===== config.mk =====
export PLATFORM = sky130hd
export DESIGN_NAME = ysyx_25010008_ifu_prefetch_flat
export DESIGN_NICKNAME = d
export VERILOG_FILES = /design/src/rtl/ysyx_25010008_ifu_prefetch_if.sv /design/src/rtl/ysyx_25010008_ifu_prefetch.sv /design/src/flat_wrapper.sv
export SDC_FILE = /design/constraint.sdc
export NUM_CORES = 1
export LEC_CHECK = 0
export BUFFER_PORTS_ARGS = -buffer_cell sky130_fd_sc_hd__buf_4
export CAP_MARGIN = 20
export CELL_PAD_IN_SITES_DETAIL_PLACEMENT = 0
export CELL_PAD_IN_SITES_GLOBAL_PLACEMENT = 2
export CORE_MARGIN = 2
export CORE_UTILIZATION = 39
export CTS_CLUSTER_SIZE = 25
export DETAILED_ROUTE_END_ITERATION = 16
export GPL_ROUTABILITY_DRIVEN = 0
export PLACE_DENSITY_LB_ADDON = 0.1
export SLEW_MARGIN = 20
export SYNTH_ARGS = -nofsm -noshare
export SYNTH_HDL_FRONTEND = slang
export SYNTH_SLANG_ARGS = --single-unit

===== constraint.sdc =====
create_clock -name clock -period 8.1 [get_ports clock]
set_input_delay 0.405 -clock clock [delete_from_list [all_inputs] [get_ports clock]]
set_output_delay 0.405 -clock clock [all_outputs]
set_load 0.05 [all_outputs]

===== src/rtl/ysyx_25010008_ifu_prefetch_if.sv =====
// Read-only AXI-lite style bus between the prefetching IFU and instruction memory.
//   master (IFU):    drives araddr/arvalid/rready, samples arready/rdata/rresp/rvalid
//   slave  (memory): the mirror image
interface ysyx_25010008_ifu_prefetch_if #(
  parameter int XLEN = 32
);
  logic [XLEN-1:0] araddr;
  logic            arvalid;
  logic            arready;
  logic [XLEN-1:0] rdata;
  logic [1:0]      rresp;
  logic            rvalid;
  logic            rready;

  modport master (output araddr, arvalid, rready,
                  input  arready, rdata, rresp, rvalid);
  modport slave  (input  araddr, arvalid, rready,
                  output arready, rdata, rresp, rvalid);
endinterface


===== src/rtl/ysyx_25010008_ifu_prefetch.sv =====
// Prefetching instruction fetch unit.
// Issues sequential reads with up to MAX_OUTSTANDING requests in flight and
// buffers returned words in an in-order queue of QDEPTH entries feeding decode.
// A redirect flushes the queue and restarts fetch; responses to requests issued
// before the redirect are counted in 'drop' and discarded on arrival.
// Ports:
//   clock, reset          clock, synchronous active-high reset
//   redirect_valid/_pc    one-cycle flush + new fetch address (bits [1:0] ignored)
//   bus (master)          AR/R read channels
//   inst_valid/_ready     decode handshake on the queue head
//   inst, inst_pc         head word and its address
//   inst_fault            head fetch returned a nonzero rresp
//   queue_count           occupied queue entries
module ysyx_25010008_ifu_prefetch #(
  parameter int              XLEN            = 32,
  parameter logic [XLEN-1:0] RESET_PC        = XLEN'(32'h2000_0000),
  parameter int              QDEPTH          = 4,
  parameter int              MAX_OUTSTANDING = 2
) (
  input  logic                    clock,
  input  logic                    reset,
  input  logic                    redirect_valid,
  input  logic [XLEN-1:0]         redirect_pc,
  ysyx_25010008_ifu_prefetch_if.master bus,
  output logic                    inst_valid,
  input  logic                    inst_ready,
  output logic [XLEN-1:0]         inst,
  output logic [XLEN-1:0]         inst_pc,
  output logic                    inst_fault,
  output logic [$clog2(QDEPTH):0] queue_count
);
  localparam int QAW = $clog2(QDEPTH);
  localparam int CW  = QAW + 1;
  localparam int OW  = $clog2(MAX_OUTSTANDING + 1);
  localparam int PW  = (MAX_OUTSTANDING > 1) ? $clog2(MAX_OUTSTANDING) : 1;

  typedef struct packed {
    logic [XLEN-1:0] word;
    logic [XLEN-1:0] pc;
    logic            fault;
  } entry_t;

  logic [XLEN-1:0] fetch_pc, fetch_nxt, araddr_q, araddr_nxt;
  logic            arvalid_q, arvalid_nxt, stale_q, stale_nxt;
  logic [OW-1:0]   out_cnt, out_nxt, drop_cnt, drop_nxt;
  logic [CW-1:0]   q_cnt, cnt_nxt;
  logic [QAW-1:0]  q_wr, q_rd;
  logic [PW-1:0]   pcf_wr, pcf_rd;
  logic [MAX_OUTSTANDING-1:0][XLEN-1:0] pcf;   // PCs of accepted, unanswered requests
  entry_t [QDEPTH-1:0] q;
  logic            ar_fire, ar_stall, r_fire, keep, deq, can_issue;
  logic            unused_lo;

  function automatic logic [PW-1:0] pinc(input logic [PW-1:0] p);
    return (p == PW'(MAX_OUTSTANDING - 1)) ? '0 : p + PW'(1);
  endfunction

  assign unused_lo   = ^redirect_pc[1:0];
  assign bus.araddr  = araddr_q;
  assign bus.arvalid = arvalid_q;
  // Credits reserve a queue slot per request, so the queue can always absorb a response.
  assign bus.rready  = 1'b1;

  assign ar_fire  = arvalid_q &  bus.arready;
  assign ar_stall = arvalid_q & ~bus.arready;
  assign r_fire   = bus.rvalid;
  assign deq      = inst_valid & inst_ready;
  assign keep     = r_fire & (drop_cnt == '0) & ~redirect_valid;

  always_comb begin
    out_nxt = out_cnt + OW'(ar_fire) - OW'(r_fire);
    if (redirect_valid) begin
      cnt_nxt   = '0;
      // Everything still unanswered is pre-redirect, including a stalled AR.
      drop_nxt  = out_nxt + OW'(ar_stall);
      fetch_nxt = {redirect_pc[XLEN-1:2], 2'b00};
      stale_nxt = ar_stall;
    end else begin
      cnt_nxt   = q_cnt + CW'(keep) - CW'(deq);
      drop_nxt  = drop_cnt - OW'(r_fire && (drop_cnt != '0));
      // A stale AR finishing must not advance the redirected fetch_pc.
      fetch_nxt = (ar_fire && !stale_q) ? fetch_pc + XLEN'(4) : fetch_pc;
      stale_nxt = stale_q & ~ar_fire;
    end
    can_issue = (32'(out_nxt) < MAX_OUTSTANDING) &&
                (32'(out_nxt) + 32'(cnt_nxt) < QDEPTH);
    if (ar_stall) begin
      arvalid_nxt = 1'b1;
      araddr_nxt  = araddr_q;
    end else begin
      arvalid_nxt = can_issue;
      araddr_nxt  = fetch_nxt;
    end
  end

  always_ff @(posedge clock) begin
    if (reset) begin
      fetch_pc  <= RESET_PC;
      araddr_q  <= RESET_PC;
      arvalid_q <= 1'b0;
      stale_q   <= 1'b0;
      out_cnt   <= '0;
      drop_cnt  <= '0;
      q_cnt     <= '0;
      q_wr      <= '0;
      q_rd      <= '0;
      pcf_wr    <= '0;
      pcf_rd    <= '0;
      pcf       <= '0;
      q         <= '0;
    end else begin
      fetch_pc  <= fetch_nxt;
      araddr_q  <= araddr_nxt;
      arvalid_q <= arvalid_nxt;
      stale_q   <= stale_nxt;
      out_cnt   <= out_nxt;
      drop_cnt  <= drop_nxt;
      q_cnt     <= cnt_nxt;
      if (ar_fire) begin
        pcf[pcf_wr] <= araddr_q;
        pcf_wr      <= pinc(pcf_wr);
      end
      // The PC FIFO pops on every response, dropped or not, to stay aligned.
      if (r_fire) pcf_rd <= pinc(pcf_rd);
      if (redirect_valid) begin
        q_wr <= '0;
        q_rd <= '0;
      end else begin
        if (keep) begin
          q[q_wr] <= {bus.rdata, pcf[pcf_rd], |bus.rresp};
          q_wr    <= q_wr + QAW'(1);
        end
        if (deq) q_rd <= q_rd + QAW'(1);
      end
    end
  end

  assign inst_valid  = (q_cnt != '0);
  assign inst        = q[q_rd].word;
  assign inst_pc     = q[q_rd].pc;
  assign inst_fault  = q[q_rd].fault;
  assign queue_count = q_cnt;
endmodule


===== src/flat_wrapper.sv =====
// flat-port wrapper written by rule: the top's interface ports become plain ports
module ysyx_25010008_ifu_prefetch_flat 
#(
  parameter int              XLEN            = 32,
  parameter logic [XLEN-1:0] RESET_PC        = XLEN'(32'h2000_0000),
  parameter int              QDEPTH          = 4,
  parameter int              MAX_OUTSTANDING = 2
)
  (clock, reset, redirect_valid, redirect_pc, inst_valid, inst_ready, inst, inst_pc, inst_fault, queue_count, bus_araddr, bus_arvalid, bus_rready, bus_arready, bus_rdata, bus_rresp, bus_rvalid);
  ysyx_25010008_ifu_prefetch_if #(.XLEN(XLEN)) bus_i ();
  input  logic clock;
  input  logic reset;
  input  logic redirect_valid;
  input  logic [XLEN-1:0] redirect_pc;
  output logic inst_valid;
  input  logic inst_ready;
  output logic [XLEN-1:0] inst;
  output logic [XLEN-1:0] inst_pc;
  output logic inst_fault;
  output logic [$clog2(QDEPTH):0] queue_count;
  output wire logic [$bits(bus_i.araddr)-1:0] bus_araddr;
  output wire logic [$bits(bus_i.arvalid)-1:0] bus_arvalid;
  output wire logic [$bits(bus_i.rready)-1:0] bus_rready;
  input wire logic [$bits(bus_i.arready)-1:0] bus_arready;
  input wire logic [$bits(bus_i.rdata)-1:0] bus_rdata;
  input wire logic [$bits(bus_i.rresp)-1:0] bus_rresp;
  input wire logic [$bits(bus_i.rvalid)-1:0] bus_rvalid;
  assign bus_araddr = bus_i.araddr;
  assign bus_arvalid = bus_i.arvalid;
  assign bus_rready = bus_i.rready;
  assign bus_i.arready = bus_arready;
  assign bus_i.rdata = bus_rdata;
  assign bus_i.rresp = bus_rresp;
  assign bus_i.rvalid = bus_rvalid;
  ysyx_25010008_ifu_prefetch #(.XLEN(XLEN), .RESET_PC(RESET_PC), .QDEPTH(QDEPTH), .MAX_OUTSTANDING(MAX_OUTSTANDING)) u_core (.clock(clock), .reset(reset), .redirect_valid(redirect_valid), .redirect_pc(redirect_pc), .bus(bus_i), .inst_valid(inst_valid), .inst_ready(inst_ready), .inst(inst), .inst_pc(inst_pc), .inst_fault(inst_fault), .queue_count(queue_count));
endmodule

==> results.py <==
metrics = {
    "outcome": {
        "status": "complete, no violations",
    },
    "logic_synthesis": {
        "ys_seq_elements": 403,
        "netlist_area_um2": 16600,
        "synth.distinct_cells": 66,
        "ys_seq_area_frac": 0.485,
        "yosys_warnings": 0,
        "synth_nets": 1948,
        "async_reset_ff_frac": 0,
        "ys.flop_type": "dfxtp_1",
        "netlist_instances": 1863,
        "avgSynthCellArea_um2": 8.92,
        "synth-edff-count": 0,
    },
    "global_route": {
        "grtUsageTotal": 0.210,
        "grt_overflow": 0,
        "grt_max_degree": 147,
        "grt_pass1_wl_um": 73700,
        "grt_pass1_vias": 12700,
        "antenna_found_initial": 0,
    },
    "setup_path": {
        "cp_common_cell": "buf_4",
        "rr_worst_depth": 11,
        "cp.buffers_inverters": 2,
        "endpoint_kind": "primary output",
        "cp-start-kind": "register",
        "setup.worst_path.start": "u_core.q_rd[0]",
        "cp.required_ns": 7.70,
        "crit_type": "register to primary output",
        "r2r_start": "u_core.drop_cnt[1]",
        "endpoint": "inst_pc[21]",
        "path_depth": 3,
        "cp_slowest_stage_delay_ns": 0.83,
        "path_cells": "buf_4 > mux4_2 > buf_4",
        "critPathSlowestCell": "buf_4",
        "r2r_slack_ns": 4.74,
        "reg2reg_to": "u_core.bus.arvalid",
        "critPathTopFamily": "buffers and inverters",
        "path_max_fanout": 44,
        "arrival_ns": 3.02,
    },
    "sta": {
        "finalCritPeriodShare": 0.422,
        "rsz0062_at_grt": "no",
        "min_period_ns": 3.42,
        "hold_violations": 0,
        "setup_viol": 0,
        "skew_ns": 0.0135,
        "tightest_slew_ns": 1.07,
        "final_max_slew_viol_count": 0,
        "max-slew-margin-rel": 0.288,
        "setup-tns-final_ns": 0,
        "max_freq_ghz": 0.292,
    },
    "pwr": {
        "power.switching_mw": 1.57,
        "p_seq_frac": 0.429,
        "p_int_mw": 3.59,
        "p_leak_nw": 6.72,
        "ir_drop_mv": 0.143,
        "switching_share": 0.304,
        "p_clk_frac": 0.385,
        "p_comb_frac": 0.186,
        "powerDensity_nw_per_um2": 264,
    },
    "floorplanning": {
        "die_h_um": 210,
        "fp.dieW_um": 210,
        "start_util": 0.395,
        "core-area_um2": 42000,
        "die_area_um2": 44300,
        "row_count": 75,
        "ios": 175,
    },
    "routing": {
        "drc": 0,
        "firstDrtPassIters": 5,
        "vias": 13400,
        "wl_um": 46800,
        "wire_per_inst_um": 18.6,
        "via_per_inst": 5.32,
        "ant_nets": 0,
        "drt_iter0_markers": 874,
    },
    "clocking": {
        "cts_made_buffers": 45,
        "post-cts-setup-buffer-count": 0,
        "htree_levels": 2,
        "cts_buffer_depth": 3,
        "clk_pin_slew_ns": 0.06,
        "cts_tree": "built",
        "clock-sinks": 403,
        "clk_latency_ns": 0.57,
        "cts_hold_buffers": 0,
        "clockRootBuffer": "clkbuf_16",
        "cts.repair.resized": 0,
    },
    "hold_path": {
        "hold_path.class": "input port to register",
    },
    "cells_and_area": {
        "stdcell_area_um2": 19600,
        "layout-drive-gt1-share": 0.174,
        "fin_nets": 2030,
        "area_growth_pct": 17.7,
        "instances_no_fill": 2513,
        "n_antenna_cell": 0,
        "utilization": 0.465,
    },
    "placement": {
        "dp_hpwl_um": 28100,
        "dp_cells": 2437,
        "postPlaceCellArea_um2": 18100,
        "port_buffers": 171,
    },
    "job": {
        "cap_violations": 0,
    },
}
metrics by stage:
stage | total power, mW | hold slack (ns) | setup slack [ns]
detailed placement | 3.23 | 0.445 | 4.58
global route | 5.40 | 0.0688 | 4.44
finish | 5.17 | 0.0860 | 4.68
floorplan | 2.90 | 0.429 | 4.78
CTS | 5.23 | 0.0506 | 4.56
global placement | 3.22 | 0.439 | 4.67
cell families (layout without fill, tap and decap cells):
| group | Yosys count | after routing | synth area share |
|---|---|---|---|
| fa+ha+maj | 13 | 13 | 0.0102 |
| compound gates | 415 | 415 | 0.156 |
| other cells | 1 | 1 | 0.000226 |
| simple gates | 741 | 741 | 0.186 |
| flops | 403 | 403 | 0.485 |
| xor+xnor | 18 | 18 | 0.00948 |
| mux | 103 | 103 | 0.111 |
| buf+inv | 169 | 280 | 0.0416 |
metal layers:
layer / up-vias / share of wire / global-route usage / wire [um]
met4: 0 / 0.013 / 0.0420 / 631
met2: 261 / 0.44 / 0.313 / 20500
met3: 45 / 0.044 / 0.0386 / 2050
met1: 6414 / 0.51 / 0.317 / 23600
met5: - / 0 / 0 / 0
li1: 6654 / - / - / -
cells in the mapped netlist (6+ instances only):
library cell  number  area share
xnor2_1           12      0.0063
or3_1              6      0.0023
a21oi_1          210       0.063
buf_2             36       0.011
dfxtp_1          403        0.49
nor2b_1            7      0.0026
nor2_1           183       0.041
o21a_1             6      0.0027
o21ai_0           16      0.0048
nand3_1           20      0.0060
nor3_1            33      0.0099
mux4_2            65       0.088
clkbuf_1         104       0.023
xor2_1             6      0.0032
inv_1             16      0.0036
mux2i_1           35       0.021
and2_1             8      0.0030
buf_1             10      0.0023
ha_1              12      0.0090
nand2_1          434       0.098
a211oi_1         135       0.061
o41ai_1            7      0.0037
and3_1             7      0.0026
nand4_1           11      0.0041
o22a_1             6      0.0032
power groups by stage:
stage | combinational (mW) | sequential (mW) | clock, mW
2_1_floorplan | 0.587 | 2.31 | 0
5_1_grt | 1.04 | 2.23 | 2.13
3_5_place_dp | 0.970 | 2.26 | 0
3_3_place_gp | 0.961 | 2.25 | 0
6_report | 0.962 | 2.22 | 1.99
4_1_cts | 0.972 | 2.22 | 2.04
area by class of cell:
type,count,area (um^2)
inverters,17,63.8
multi-input cells,1291,7900
well taps,539,674
clock buffers,68,1360
fillers,4113,22500
clock inverters,8,72.6
repair buffers,187,1420
flip-flops and latches,403,8080
cell usage in the layout (no fill, tap or decap), types with 33 or more instances in the layout:
master	instances
nand2_1	430
dfxtp_1	400
a21oi_1	210
buf_4	185
nor2_1	182
a211oi_1	135
mux4_2	65
clkbuf_16	47
mux2i_1	35
nor3_1	33
registers in the layout, indices dropped and copies added, names as in the netlist:
name,flops
u_core.q_rd,2
u_core.fetch_pc,32
u_core.bus.araddr,32
u_core.q_wr,2
u_core.pcf,64
u_core.queue_count,3
u_core.bus.arvalid,1
u_core.pcf_wr,1
u_core.q,260
u_core.pcf_rd,1
u_core.stale_q,1
u_core.drop_cnt,2
u_core.out_cnt,2
worst min-delay path by stage:
stage                       startpoint             endpoint  slack [ns]  depth (start not counted)
floorplan           u_core.fetch_pc[0]   u_core.fetch_pc[0]        0.43                          1
global placement         u_core.q[104]        u_core.q[104]        0.44                          2
detailed placement       u_core.q[193]        u_core.q[193]        0.45                          2
CTS                    redirect_pc[12]  u_core.fetch_pc[12]        0.05                          2
global route           redirect_pc[12]  u_core.fetch_pc[12]        0.07                          2
finish                 redirect_pc[12]  u_core.fetch_pc[12]        0.09                          2
Power figures use the tool's default switching activity.
